`src/rtl/skullfet_cell_tester.sv`:
```
`timescale 1ns / 1ps
// skullfet_cell_tester
//
// Stimulus/response controller for the skullfet inverter and NAND cells. It
// steps the cell inputs through all four input vectors, waits a programmable
// settle time, samples the (synchronised) cell outputs, compares them with
// the expected logic values and counts mismatches in a saturating counter.
//
// Optional build macro: SKULLFET_ERR_CAPTURE_EN adds first_err[3:0] =
// {valid, cell, v[1:0]} recording the first failing sample of a run
// (cell 0 = inverter, 1 = NAND; inverter wins a tie).
//
// Ports:
//   wb_clk_i   in   clock
//   wb_rst_i   in   asynchronous active-high reset
//   start      in   run request, sampled only while idle
//   loops      in   number of 4-vector passes (0 treated as 1), latched at start
//   inv_a      out  inverter cell input A
//   nand_a     out  NAND cell input A
//   nand_b     out  NAND cell input B
//   inv_y      in   inverter cell output (asynchronous)
//   nand_y     in   NAND cell output (asynchronous)
//   busy       out  run in progress
//   done       out  one-cycle pulse at end of run
//   err_count  out  saturating mismatch count of the last/current run
//   pass       out  last completed run had zero mismatches
//   first_err  out  first-mismatch record (SKULLFET_ERR_CAPTURE_EN only)

module skullfet_cell_tester #(
    parameter int unsigned SETTLE_CYCLES = 4,
    parameter int unsigned LOOP_WIDTH    = 8,
    parameter int unsigned ERR_WIDTH     = 16
) (
    input  logic                  wb_clk_i,
    input  logic                  wb_rst_i,
    input  logic                  start,
    input  logic [LOOP_WIDTH-1:0] loops,
    output logic                  inv_a,
    output logic                  nand_a,
    output logic                  nand_b,
    input  logic                  inv_y,
    input  logic                  nand_y,
    output logic                  busy,
    output logic                  done,
    output logic [ERR_WIDTH-1:0]  err_count,
    output logic                  pass
`ifdef SKULLFET_ERR_CAPTURE_EN
    ,
    output logic [3:0]            first_err
`endif
);

    localparam int unsigned SetW = (SETTLE_CYCLES > 1) ? $clog2(SETTLE_CYCLES) : 1;
    localparam logic [SetW-1:0] SettleLast = SetW'(SETTLE_CYCLES - 1);

    typedef enum logic [2:0] {
        StIdle,
        StDrive,
        StSettle,
        StSample,
        StDone
    } state_e;

    state_e state_q, state_d;

    logic [1:0]            v_q, v_d;
    logic [LOOP_WIDTH-1:0] loop_q, loop_d;
    logic [LOOP_WIDTH-1:0] loops_lat_q, loops_lat_d;
    logic [SetW-1:0]       settle_q, settle_d;
    logic [ERR_WIDTH-1:0]  err_q, err_d;
    logic                  pass_q, pass_d;

    // Two-flop synchronisers for the asynchronous cell outputs.
    logic [1:0] inv_sync_q;
    logic [1:0] nand_sync_q;

    logic         inv_mis;
    logic         nand_mis;
    logic [1:0]   mis_cnt;
    logic [ERR_WIDTH:0] err_sum;

`ifdef SKULLFET_ERR_CAPTURE_EN
    logic [3:0] first_err_q, first_err_d;
`endif

    // ------------------------------------------------------------------
    // State and data registers
    // ------------------------------------------------------------------
    always_ff @(posedge wb_clk_i or posedge wb_rst_i) begin
        if (wb_rst_i) begin
            state_q     <= StIdle;
            v_q         <= '0;
            loop_q      <= '0;
            loops_lat_q <= '0;
            settle_q    <= '0;
            err_q       <= '0;
            pass_q      <= 1'b0;
            inv_sync_q  <= '0;
            nand_sync_q <= '0;
        end else begin
            state_q     <= state_d;
            v_q         <= v_d;
            loop_q      <= loop_d;
            loops_lat_q <= loops_lat_d;
            settle_q    <= settle_d;
            err_q       <= err_d;
            pass_q      <= pass_d;
            inv_sync_q  <= {inv_sync_q[0], inv_y};
            nand_sync_q <= {nand_sync_q[0], nand_y};
        end
    end

`ifdef SKULLFET_ERR_CAPTURE_EN
    always_ff @(posedge wb_clk_i or posedge wb_rst_i) begin
        if (wb_rst_i) begin
            first_err_q <= '0;
        end else begin
            first_err_q <= first_err_d;
        end
    end

    assign first_err = first_err_q;
`endif

    // ------------------------------------------------------------------
    // Compare logic
    // ------------------------------------------------------------------
    always_comb begin
        inv_mis  = inv_sync_q[1] != ~v_q[0];
        nand_mis = nand_sync_q[1] != ~(v_q[0] & v_q[1]);
        mis_cnt  = {1'b0, inv_mis} + {1'b0, nand_mis};
        err_sum  = {1'b0, err_q} + (ERR_WIDTH + 1)'(mis_cnt);
    end

    // ------------------------------------------------------------------
    // Next-state logic
    // ------------------------------------------------------------------
    always_comb begin
        state_d     = state_q;
        v_d         = v_q;
        loop_d      = loop_q;
        loops_lat_d = loops_lat_q;
        settle_d    = settle_q;
        err_d       = err_q;
        pass_d      = pass_q;
`ifdef SKULLFET_ERR_CAPTURE_EN
        first_err_d = first_err_q;
`endif

        unique case (state_q)
            StIdle: begin
                if (start) begin
                    loops_lat_d = (loops == '0) ? LOOP_WIDTH'(1) : loops;
                    err_d       = '0;
                    pass_d      = 1'b0;
                    v_d         = '0;
                    loop_d      = '0;
`ifdef SKULLFET_ERR_CAPTURE_EN
                    first_err_d = '0;
`endif
                    state_d     = StDrive;
                end
            end

            StDrive: begin
                settle_d = '0;
                state_d  = StSettle;
            end

            StSettle: begin
                if (settle_q == SettleLast) begin
                    state_d = StSample;
                end else begin
                    settle_d = settle_q + 1'b1;
                end
            end

            StSample: begin
                // Saturate instead of wrapping when the sum carries out.
                if (err_sum[ERR_WIDTH]) begin
                    err_d = '1;
                end else begin
                    err_d = err_sum[ERR_WIDTH-1:0];
                end
`ifdef SKULLFET_ERR_CAPTURE_EN
                if (!first_err_q[3] && (inv_mis || nand_mis)) begin
                    first_err_d = {1'b1, ~inv_mis, v_q};
                end
`endif
                if (v_q != 2'd3) begin
                    v_d     = v_q + 2'd1;
                    state_d = StDrive;
                end else if (loop_q != loops_lat_q - 1'b1) begin
                    v_d     = '0;
                    loop_d  = loop_q + 1'b1;
                    state_d = StDrive;
                end else begin
                    state_d = StDone;
                end
            end

            StDone: begin
                pass_d  = (err_q == '0);
                state_d = StIdle;
            end

            default: begin
                state_d = StIdle;
            end
        endcase
    end

    // ------------------------------------------------------------------
    // Outputs: decoded from registered state so reset clears them at once
    // ------------------------------------------------------------------
    always_comb begin
        busy   = 1'b0;
        done   = 1'b0;
        inv_a  = 1'b0;
        nand_a = 1'b0;
        nand_b = 1'b0;

        unique case (state_q)
            StDrive, StSettle, StSample: begin
                busy   = 1'b1;
                nand_a = v_q[0];
                nand_b = v_q[1];
                inv_a  = v_q[0];
            end
            StDone: begin
                done = 1'b1;
            end
            default: begin
            end
        endcase
    end

    // pass reflects the just-completed run during the done cycle itself.
    assign pass      = (state_q == StDone) ? (err_q == '0) : pass_q;
    assign err_count = err_q;

endmodule

```
`config.mk`:
```
export PLATFORM = sky130hd
export DESIGN_NAME = skullfet_cell_tester
export DESIGN_NICKNAME = d
export VERILOG_FILES = /design/src/rtl/skullfet_cell_tester.sv
export SDC_FILE = /design/constraint.sdc
export NUM_CORES = 1
export LEC_CHECK = 0
export BUFFER_PORTS_ARGS = -buffer_cell sky130_fd_sc_hd__buf_2
export CORE_UTILIZATION = 35
export DETAILED_ROUTE_END_ITERATION = 10
export SKIP_CTS_REPAIR_TIMING = 1
export SLEW_MARGIN = 40
export SYNTH_ARGS = -nofsm -noshare
export SYNTH_HDL_FRONTEND = slang
export SYNTH_SLANG_ARGS = --single-unit
```
`constraint.sdc`:
```
create_clock -name wb_clk_i -period 3.1 [get_ports wb_clk_i]
set_input_delay 0.93 -clock wb_clk_i [delete_from_list [all_inputs] [get_ports wb_clk_i]]
set_output_delay 0.93 -clock wb_clk_i [all_outputs]
set_load 0.02 [all_outputs]
```
After elaboration in Yosys (flattened, before gate mapping)

Cells that the tools add are included.

$add $sub $neg: 6
Equality and inequality tests: 15
Multiplexer cells: 26
Bitwise logic cells: 3
Reductions and logical operators: 14

Operator list:

| cell                                                                   | count |
|---|---|
| 16-bit two-way mux                                                     | 2 |
| 8-bit two-way mux                                                      | 4 |
| 16-bit case mux with 2 select lines                                    | 1 |
| 16-bit by 2-bit adder with 17-bit output                               | 1 |
| 16-bit zero test                                                       | 1 |
| 8-bit case mux with 2 select lines                                     | 1 |
| 3-bit two-way mux                                                      | 4 |
| 2-bit != test (second input constant)                                  | 6 |
| 3-bit case mux with 4 select lines                                     | 1 |
| 2-bit AND reduction                                                    | 5 |
| 8-bit by 1-bit adder with 8-bit output (second input constant)         | 1 |
| 8-bit zero test                                                        | 1 |
| 2-bit two-way mux                                                      | 4 |
| 8-bit != test                                                          | 1 |
| 2-bit case mux with 2 select lines                                     | 2 |
| 8-bit by 1-bit subtractor with 8-bit output (second input constant)    | 1 |
| 3-bit by 2-bit equality test with 1-bit output (second input constant) | 2 |
| 1-bit two-way mux                                                      | 6 |
| 2-bit nonzero test                                                     | 3 |
| 2-bit by 1-bit adder with 2-bit output (second input constant)         | 2 |
| 4-bit AND reduction                                                    | 1 |
| 3-bit by 1-bit equality test with 1-bit output (second input constant) | 1 |
| 3-bit equality test (second input constant)                            | 1 |
| 3-bit zero test                                                        | 1 |
| other kinds (9)                                                        | 11 |

Bits in registers: 44
Input bits: 13
Output and inout bits: 22
Word-level logic and storage cells: 73

Depth between registers and ports, before layout

Gate-level depths: netlist of run 1.

Depth after elaboration: 7
Gate-level depth with buffers: 11
Mapped depth without buffers: 10

Worst setup path before layout of run 1

No wires, ideal clock.

Kind: flip-flop to flip-flop
Start: register v_q[0]
End: register err_q[3] (netlist: err_count[3])
Library setup time: 0.087 ns
Arrival time: 2.550 ns
Required time: 3.013 ns
Slack: 0.464 ns
Cell stages (with the launch flop): 12
Buffers on the path: 1
Period minus slack after synthesis: 2.636 ns
Cells stage by stage: dfrtp_1 > ha_1 > xor2_1 > fa_1 > inv_1 > ha_1 > nand4_1 > or3_4 > buf_6 > a21oi_2 > nor2_1 > a211oi_2

Longest elaborated chain between the ends: 7
Elaborated cells on any way between the ends: 9
Classes of those cells: 2 x add/sub; 2 x eq/ne; 2 x mux; 3 x bitwise

Ends and longest elaborated chain:

| what                                       | line | RTL |
|---|---|---|
| start: declaration                         | 66   | `logic [1:0] v_q, v_d;` |
| start signal: assignment                   | 102  | `v_q <= v_d;` |
| 1-bit AND                                  | 130  | `nand_mis = nand_sync_q[1] != ~(v_q[0] & v_q[1]);` |
| 1-bit inverter                             | 130  |  |
| 1-bit != test                              | 130  |  |
| 1-bit by 1-bit adder with 2-bit output *   | 131  | `mis_cnt = {1'b0, inv_mis} + {1'b0, nand_mis};` |
| 16-bit by 2-bit adder with 17-bit output * | 132  | `err_sum = {1'b0, err_q} + (ERR_WIDTH + 1)'(mis_cnt);` |
| 16-bit two-way mux *                       | 180  | `if (err_sum[ERR_WIDTH]) begin` |
| 16-bit case mux with 2 select lines *      | 150  | `unique case (state_q)` |
| end signal: assignment                     | 106  | `err_q <= err_d;` |
| end: declaration                           | 70   | `logic [ERR_WIDTH-1:0] err_q, err_d;` |

Mark *: on every way between the ends. The rest lies on a longest branch, timed or not.
A chain may end at the register's enable or synchronous reset.

Worst setup path in the final report of run 1

Start: register v_q[0]
End: register err_q[5] (netlist: err_count[5])

The elaborated chain is that of the path after synthesis.

==> impl_results.md, run 1 <==
- Post-synth EDFFs: 0
- # rows: 30
- Fmax: 0.3527 GHz
- Hold_ws: 366.5 ps
- Syn nets: roughly 280
- Placed cell areas: ~2700 µm²
- Via/cell ratio: 5.210
- Reg-to-Reg End: err_count[5]
- Min-delay worst type: reg -> reg
- N_diodes: 0
- Post-route cell area: 2869 µm²
- Clock-pin slew on the worst setup and hold paths: roughly 80 ps
- Yosys cell types: 52
- Clock Skew: around 6.9 ps
- Outcome: complete, no violations
- WL/cell: 13.52 µm
- HPWL after DPL: 3718 µm
- Root Buffer: clkbuf_8
- Hold Path Stages: 0
- Final Routed Wirelength: 5339 µm
- Maximum vdd ir drop: about 0.31 mV
- Pin count of the biggest net entering global routing: 45
- WHS Endpoint: nand_sync_q[1]
- Syn Area/Cell: about 9.4 µm²
- Drt first pass iters: 4
- Fin cells: a little under 400
- Area of the mapped netlist: around 2500 µm²
- Worst-Margin Slew: 737.7 ps
- Fillers: 688
- Die Outline Area: 7418 µm²
- Setup crit start kind: flop
- CP endpoint kind: flop
- NetSw: 0.8217 mW
- Final period utilization: about nine tenths
- Synth top cells by count: dfrtp_1 (44), nand2_1 (44), nor2_1 (17)
- Boundary Pins: 35
- Die height: approximately 86 µm
- Die width: 86.13 µm
- Setup slack at placement: 181.1 ps
- Setup ws final: 264.6 ps
- Port bufs: 34
- Area leader, netlist: dfrtp_1
- GR Overflow Total: 0
- R2r setup slk: 260 ps
- Detailed Route Iter0 Violations: 109
- Worst reg2reg path startpoint: v_q[0]
- Logic pwr share: between 30% and 40%
- Total core area: 6832 µm²
- Critical path type: reg -> reg
- Yosys reg bits: 44
- Total CTS buffers: 5
- Worst Reg-to-Reg Cells: 10
- Initial antenna violation count: 0
- RSZ-0062 raised after global routing: no
- Worst skew pair latency: a little under 300 ps
- WP data arrival: about 3000 ps
- Synth area leaders: dfrtp_1 (44%), nand2_1 (6.7%), xnor2_1 (2.8%)
- Switching Share: a little under two fifths
- Synth warn: 0
- Residual DRC count: 0
- CTS tree: done
- Final GP Congestion: approximately 0.81
- Multi-input gate area: 1276 µm²
- Hold path startpoint: nand_sync_q[0]
- Final Util: 42.00%
- Total GRT Usage: 15.83%
- DRT antenna net count: 0
- Setup Viol. Count Final: 0
- Internal power: 1.326 mW
- Flop pwr share: 39.3%
- Layout cells sized above 1: just over 20%
- Top-area cell type share of the netlist area: 44.44%
- Power Density: 748.6 nW/µm²
- # placed instances: 383
- Worst Path Required: 3330 ps
- Register area share after synthesis: 44.44%
- Max Root-Sink Buffers: 2
- First-pass GRT wire length: 9321 µm
- Leak: between 1 and 1.5 nW
- Max Fanout on Critical Path: 10
- Slew headroom: 50.70%
- Reg area: 1101 µm²
- Total Neg Setup Slack: 0 ps
- Most used DFF post-synth: dfrtp_1
- Mapped Cells: 263
- Total Nets Final: 317
- Vias in the first global route: 1990
- Final Critical Period: 2835 ps
- Asr flop ratio synth: 100.0%
- Starting density of the core: ~36%
- Clock net sink count: 44
- Hold Fails Final Rpt: 0
- Clock power share: 22.4%
- Max-slew violation count: 0
- Vias: 2058
- H-tree levels: 2
- MaxCap Viol Count: 0
- Area Growth Syn to Fin: 15.81%
- Power Total: approximately 2.1 mW
sequential cells by signal, indices dropped and copies added, names as in the netlist:
signal and count:
err_count 16, loop_q 8, loops_lat_q 8, state_q 3
inv_sync_q 2, nand_sync_q 2, settle_q 2, v_q 2
pass_q 1
how the worst max path moves through the flow:
stage | from | to | depth (start not counted)
detailed placement | v_q[0] | err_count[5] | 10
CTS | v_q[0] | err_count[9] | 10
floorplan | v_q[0] | err_count[3] | 11
finish | v_q[0] | err_count[5] | 10
global placement | v_q[0] | err_count[5] | 10
global route | v_q[0] | err_count[5] | 10
critical path: stages, from the launching register on:
cell and delay (ps):
dfrtp_1 430, ha_1 300, xor2_1 200, fa_1 380
inv_1 80, ha_1 200, nand4_1 200, or3_4 450
and2_4 170, a41oi_1 200, o21a_1 150
per-layer routing:
metal | share of wire [%] | track usage (%) | wire length (µm)
met1 | 48 | 21.61 | 2540
met2 | 48 | 25.83 | 2566
met3 | 3.4 | 2.984 | 184
met4 | 0.90 | 4.091 | 48
met5 | 0 | 0 | 0
cell usage in the layout, fill, tap and decap left out, drive strengths merged, types with 2 or more instances in the layout:
cell     n
nand2   44
dfrtp   44
buf     39
nor2    18
a21oi   15
o21ai    9
inv      9
xnor2    8
nor4     8
nor3     7
a31oi    7
clkbuf   7
and2     7
mux2i    6
and3     6
and4     5
nand3    5
ha       5
nand4    5
a311oi   4
xor2     4
o211ai   3
a21o     3
a22o     3
a211oi   3
nor2b    2
or3      2
or2      2
nand2b   2
or4      2
power by group through the flow:
| stage | combinational (mW) | sequential [mW] | clock [mW] |
|---|---|---|---|
| final | 0.822 | 0.844 | 0.481 |
| after global routing | 0.935 | 0.869 | 0.514 |
| after CTS | 0.833 | 0.844 | 0.495 |
| after detailed placement | 0.830 | 0.855 | 0 |
| after global placement | 0.818 | 0.855 | 0 |
| after floorplan | 0.694 | 0.815 | 0 |
cells by family after synthesis:
| family | after synthesis | synth area share, % |
|---|---|---|
| AO/OA/AOI/OAI | 54 | 15.05 |
| adder cells (fa/ha/maj) | 6 | 3.333 |
| flip-flops | 44 | 44.44 |
| XOR/XNOR | 13 | 5.151 |
| AND/OR/NAND/NOR | 119 | 25.50 |
| buffers and inverters | 21 | 4.091 |
| multiplexers | 6 | 2.424 |
final cells by class:
cell class	count	share of cell area, %
clock inverter	1	1.047
timing repair buffer	39	7.239
sequential	44	38.38
tap	96	4.187
inverter	10	1.308
clock buffer	7	3.358
multi-input combinational	198	44.48
Note: power is estimated with default switching activity, not from simulation.
==> inputs of run 2 (changes only) <==
CELL_PAD_IN_SITES_DETAIL_PLACEMENT = 0   (was unset)
CELL_PAD_IN_SITES_GLOBAL_PLACEMENT = 1   (was unset)
PLACE_DENSITY_LB_ADDON = 0.1   (was unset)
==> impl_results.md, run 2 (same netlist as run 1, synthesis figures left out) <==
- Total CTS buffers: 5 (unchanged)
- Drt first pass iters: 4 (unchanged)
- Power Density: 757.7 nW/µm² (was 748.6 nW/µm²)
- Pin count of the biggest net entering global routing: 45 (unchanged)
- HPWL after DPL: 4115 µm (was 3718 µm)
- Final period utilization: 92.63% (was 91.47%)
- Residual DRC count: 0 (unchanged)
- Port bufs: 34 (unchanged)
- Setup ws final: 228.5 ps (was 264.6 ps)
- Total GRT Usage: 17.35% (was 15.83%)
- Final Routed Wirelength: 5868 µm (was 5339 µm)
- Logic pwr share: 39.1% (was 38.3%)
- Total Nets Final: 316 (was 317)
- Layout cells sized above 1: 20.13% (was 20.74%)
- Boundary Pins: 35 (unchanged)
- Fmax: 0.3483 GHz (was 0.3527 GHz)
- Clock power share: 21.4% (was 22.4%)
- CP endpoint kind: flop (unchanged)
- Slew headroom: 50.36% (was 50.70%)
- CTS tree: done (unchanged)
- Worst Setup SP: v_q[0] (unchanged)
- MaxCap Viol Count: 0 (unchanged)
- DRT antenna net count: 0 (unchanged)
- Worst-Margin Slew: 742.8 ps (was 737.7 ps)
- Max FFs per register: 16 (unchanged)
- Max-slew violation count: 0 (unchanged)
- N_diodes: 0 (unchanged)
- Crit-path slowest cell: or3_4 (unchanged)
- Internal power: 1.296 mW (was 1.326 mW)
- First-pass GRT wire length: 9867 µm (was 9321 µm)
- Detailed Route Iter0 Violations: 80 (was 109)
- Most frequent cells in the layout: nand2_1 (44), dfrtp_1 (44), buf_2 (34) (unchanged)
- Via/cell ratio: 5.135 (was 5.210)
- Die Outline Area: 7418 µm² (unchanged)
- RSZ-0062 raised after global routing: no (unchanged)
- Hold path startpoint: inv_sync_q[0] (was nand_sync_q[0])
- Worst reg2reg path startpoint: v_q[0] (unchanged)
- Power Total: 2.159 mW (was 2.148 mW)
- CP bufs+invs: 1 (unchanged)
- CP top delay family: simple AND/OR/NAND/NOR gates (was adder cells)
- Max Fanout on Critical Path: 15 (was 10)
- WL/cell: 14.89 µm (was 13.52 µm)
- Worst Path Required: 3350 ps (was 3330 ps)
- Clock net sink count: 44 (unchanged)
- Worst skew pair latency: 300 ps (was 290 ps)
- H-tree levels: 2 (unchanged)
- Switching Share: 39.96% (was 38.26%)
- Clock-pin slew on the worst setup and hold paths: 90 ps (was 80 ps)
- CP Cell Sequence: ha_1, xor2_1, fa_1, inv_1, ha_1, nand4_1, or3_4, and2_4, a41oi_1, o21a_1 (unchanged)
- Die height: 86.13 µm (unchanged)
- Outcome: complete, no violations (unchanged)
- Most frequent CP cell: ha_1 (unchanged)
- Fillers: 695 (was 688)
- Final GP Congestion: 0.7408 (was 0.8118)
- Vias in the first global route: 1914 (was 1990)
- WP data arrival: 3120 ps (was 3070 ps)
- Maximum vdd ir drop: 0.2521 mV (was 0.3068 mV)
- Total Neg Setup Slack: 0 ps (unchanged)
- Setup Viol. Count Final: 0 (unchanged)
- Max Root-Sink Buffers: 2 (unchanged)
- Root Buffer: clkbuf_8 (unchanged)
- Setup crit start kind: flop (unchanged)
- Setup slack at placement: 240.5 ps (was 181.1 ps)
- Area Growth Syn to Fin: 15.00% (was 15.81%)
- Total core area: 6832 µm² (unchanged)
- Min-delay worst type: reg -> reg (unchanged)
- Clock Skew: 6.990 ps (was 6.904 ps)
- Starting density of the core: 36.26% (unchanged)
- Hold Fails Final Rpt: 0 (unchanged)
- Flop pwr share: 39.5% (was 39.3%)
- Critical path type: reg -> reg (unchanged)
- GR Overflow Total: 0 (unchanged)
- Final Critical Period: 2871 ps (was 2835 ps)
- Leak: 1.330 nW (was 1.341 nW)
- Die width: 86.13 µm (unchanged)
- # rows: 30 (unchanged)
- NetSw: 0.8625 mW (was 0.8217 mW)
- Slowest stage delay, CP: 530 ps (was 450 ps)
- Vias: 2023 (was 2058)
- Initial antenna violation count: 0 (unchanged)
[run 2: per-stage QoR]
| stage | hold slack [ps] | cell area, µm² | utilization (%) | std cells |
|---|---|---|---|---|
| after CTS | 358.1 | 2849 | 41.70 | 394 |
| after floorplan | 331.2 | 2477 | - | 263 |
| after global placement | 337.4 | 2734 | 40.02 | 386 |
| after detailed placement | 334.7 | 2734 | 40.02 | 386 |
| after global routing | 379.4 | 2849 | 41.70 | 394 |
| final | 354.9 | 2849 | 41.70 | 394 |
[run 2: final timing paths]
check / to / slack, ps / cells past startpoint
max reg2reg: err_count[5] / 230 / 10
min: inv_sync_q[1] / 350 / 0
max: err_count[5] / 230 / 10
min reg2reg: inv_sync_q[1] / 350 / 0
min in group asynchronous: loop_q[0] / 750 / 3
max in group asynchronous: v_q[1] / 1960 / 3
[run 2: power by group through the flow]
stage                     registers (mW)  logic, mW  clock network, mW
after floorplan                    0.815      0.694                  0
after global placement             0.864      0.858                  0
after detailed placement           0.862      0.856                  0
after CTS                          0.851      0.860              0.481
after global routing               0.876      0.970              0.502
final                              0.852      0.845              0.462
[run 2: layout make-up]
class                   instances  area, µm²  area share [%]
multi-input cells             198       1275           44.75
clock inverters                 3      46.29           1.625
inverters                      10      37.54           1.318
well taps                      96      120.1           4.216
flip-flops and latches         44       1101           38.65
clock buffers                   5      68.82           2.415
repair buffers                 38      200.2           7.027
[run 2: routing by layer]
layer | wire, µm | vias to the layer above | part of all wire (%) | GRT usage (%)
li1 | - | 1014 | - | -
met1 | 3007 | 974 | 51 | 26.02
met2 | 2607 | 28 | 44 | 25.25
met3 | 191 | 7 | 3.3 | 3.561
met4 | 62 | 0 | 1.1 | 4.545
met5 | 0 | - | 0 | 0
==> inputs of run 3 (changes only) <==
CORE_MARGIN = 1.5   (was unset)
==> impl_results.md, run 3 (same netlist as run 1, synthesis figures left out) <==
- WL/cell: 14.84 µm (was 14.89 µm)
- CP top delay family: simple AND/OR/NAND/NOR gates (unchanged)
- Fillers: 734 (was 695)
- Worst skew pair latency: 300 ps (about the same)
- Max FFs per register: 16 (unchanged)
- Drt first pass iters: 4 (unchanged)
- Total Neg Setup Slack: 0 ps (unchanged)
- Crit-path slowest cell: or3_4 (unchanged)
- H-tree levels: 2 (unchanged)
- # rows: 30 (unchanged)
- Slew headroom: 51.25% (was 50.36%)
- Total CTS buffers: 5 (unchanged)
- Die Outline Area: 7592 µm² (was 7418 µm²)
- Outcome: complete, no violations (unchanged)
- Final period utilization: 92.86% (was 92.63%)
- Min-delay worst type: reg -> reg (unchanged)
- WP data arrival: 3120 ps (about the same)
- Most frequent CP cell: ha_1 (unchanged)
- Final GP Congestion: 0.8207 (was 0.7408)
- Layout cells sized above 1: 20.13% (unchanged)
- R2r setup slk: 220 ps (was 230 ps)
- Worst setup path endpoint: err_count[5] (unchanged)
- Leak: 1.329 nW (was 1.330 nW)
- N_diodes: 0 (unchanged)
- First-pass GRT wire length: 9432 µm (was 9867 µm)
- Most Crowded Layer GR: met2 (was met1)
- Pin count of the biggest net entering global routing: 26 (was 45)
- Maximum vdd ir drop: 0.3083 mV (was 0.2521 mV)
- Residual DRC count: 0 (unchanged)
- Boundary Pins: 35 (unchanged)
- Hold Fails Final Rpt: 0 (unchanged)
- Area Growth Syn to Fin: 15.00% (unchanged)
- Clock Skew: 10.91 ps (was 6.990 ps)
- Reg-to-Reg End: err_count[5] (unchanged)
- CP endpoint kind: flop (unchanged)
- Hold Path Stages: 0 (unchanged)
- Levels on crit path: 10 (unchanged)
- Detailed Route Iter0 Violations: 76 (was 80)
- Initial antenna violation count: 0 (unchanged)
- DRT antenna net count: 0 (unchanged)
- Critical path type: reg -> reg (unchanged)
- Total GRT Usage: 16.17% (was 17.35%)
- Power Density: 756.7 nW/µm² (was 757.7 nW/µm²)
- Slowest stage delay, CP: 530 ps (about the same)
- Worst Setup SP: v_q[0] (unchanged)
- Max Root-Sink Buffers: 2 (unchanged)
- RSZ-0062 raised after global routing: no (unchanged)
- Most frequent cells in the layout: nand2_1 (44), dfrtp_1 (44), buf_2 (34) (unchanged)
- CP bufs+invs: 1 (unchanged)
- MaxCap Viol Count: 0 (unchanged)
- Reg area: 1101 µm² (unchanged)
- Met3 Use GR: 2.844% (was 3.561%)
- Clock-pin slew on the worst setup and hold paths: 100 ps (was 90 ps)
- HPWL after DPL: 4182 µm (was 4115 µm)
- Clock net sink count: 44 (unchanged)
- Fmax: 0.3474 GHz (was 0.3483 GHz)
- CTS tree: done (unchanged)
- Setup Viol. Count Final: 0 (unchanged)
- Worst Reg-to-Reg Cells: 10 (unchanged)
- CP Cell Sequence: ha_1, xor2_1, fa_1, inv_1, ha_1, nand4_1, or3_4, and2_4, a41oi_1, o21a_1 (unchanged)
- Die width: 87.13 µm (was 86.13 µm)
- Vias in the first global route: 1851 (was 1914)
- Worst Path Required: 3340 ps (was 3350 ps)
- Setup crit start kind: flop (unchanged)
- Worst reg2reg path startpoint: v_q[0] (unchanged)
- GR Overflow Total: 0 (unchanged)
- Hold_ws: 354.4 ps (was 354.9 ps)
- Met2 Resource Use GR: 25.65% (was 25.25%)
- Total Nets Final: 316 (unchanged)
- Final Critical Period: 2879 ps (was 2871 ps)
- Vias: 2014 (was 2023)
- Grt met1 use: 22.98% (was 26.02%)
- Port bufs: 34 (unchanged)
- Root Buffer: clkbuf_8 (unchanged)
- Worst-Margin Slew: 729.4 ps (was 742.8 ps)
- Starting density of the core: 36.26% (unchanged)
- Total core area: 6832 µm² (unchanged)
- Die height: 87.13 µm (was 86.13 µm)
- Max Fanout on Critical Path: 15 (unchanged)
- Max-slew violation count: 0 (unchanged)
- Via/cell ratio: 5.112 (was 5.135)
- Final Routed Wirelength: 5846 µm (was 5868 µm)
- Multi-input gate area: 1275 µm² (unchanged)
## run 3: cell counts in the layout (fill, tap and decap cells not counted)
Identical to the previous run, type by type.
## run 3: cell type report
type / count / area share (%)
tap: 96 / 4.216
sequential: 44 / 38.65
clock inverter: 3 / 1.625
multi-input combinational: 198 / 44.75
clock buffer: 5 / 2.415
inverter: 10 / 1.318
timing repair buffer: 38 / 7.027
## run 3: worst min path at each step
stage	start	to	slack (ps)
final	inv_sync_q[0]	inv_sync_q[1]	350
after global routing	inv_sync_q[0]	inv_sync_q[1]	360
after CTS	inv_sync_q[0]	inv_sync_q[1]	360
after detailed placement	inv_sync_q[0]	inv_sync_q[1]	340
after global placement	inv_sync_q[0]	inv_sync_q[1]	330
after floorplan	inv_sync_q[0]	inv_sync_q[1]	330
## run 3: routing by layer
metal	vias to the layer above	share of wire (%)
li1	1008	-
met1	974	52
met2	25	45
met3	7	2.4
met4	0	0.98
met5	-	0
## run 3: through the flow
step                      cells  utilization [%]  setup slack [ps]  cell area (µm²)  power [mW]
after global placement      386            40.02             349.7             2734       1.713
final                       394            41.70             221.5             2849       2.156
after global routing        394            41.70             25.28             2849       2.323
after CTS                   394            41.70             214.9             2849       2.191
after detailed placement    386            40.02             260.2             2734       1.717
after floorplan             263                -             463.7             2477       1.510
## run 3: power breakdown
part | switching [mW] | leakage, nW | internal (mW)
Clock | 0.216 | 0.0548 | 0.243
Combinational | 0.484 | 0.694 | 0.362
Sequential | 0.164 | 0.580 | 0.687
Total | 0.864 | 1.33 | 1.29
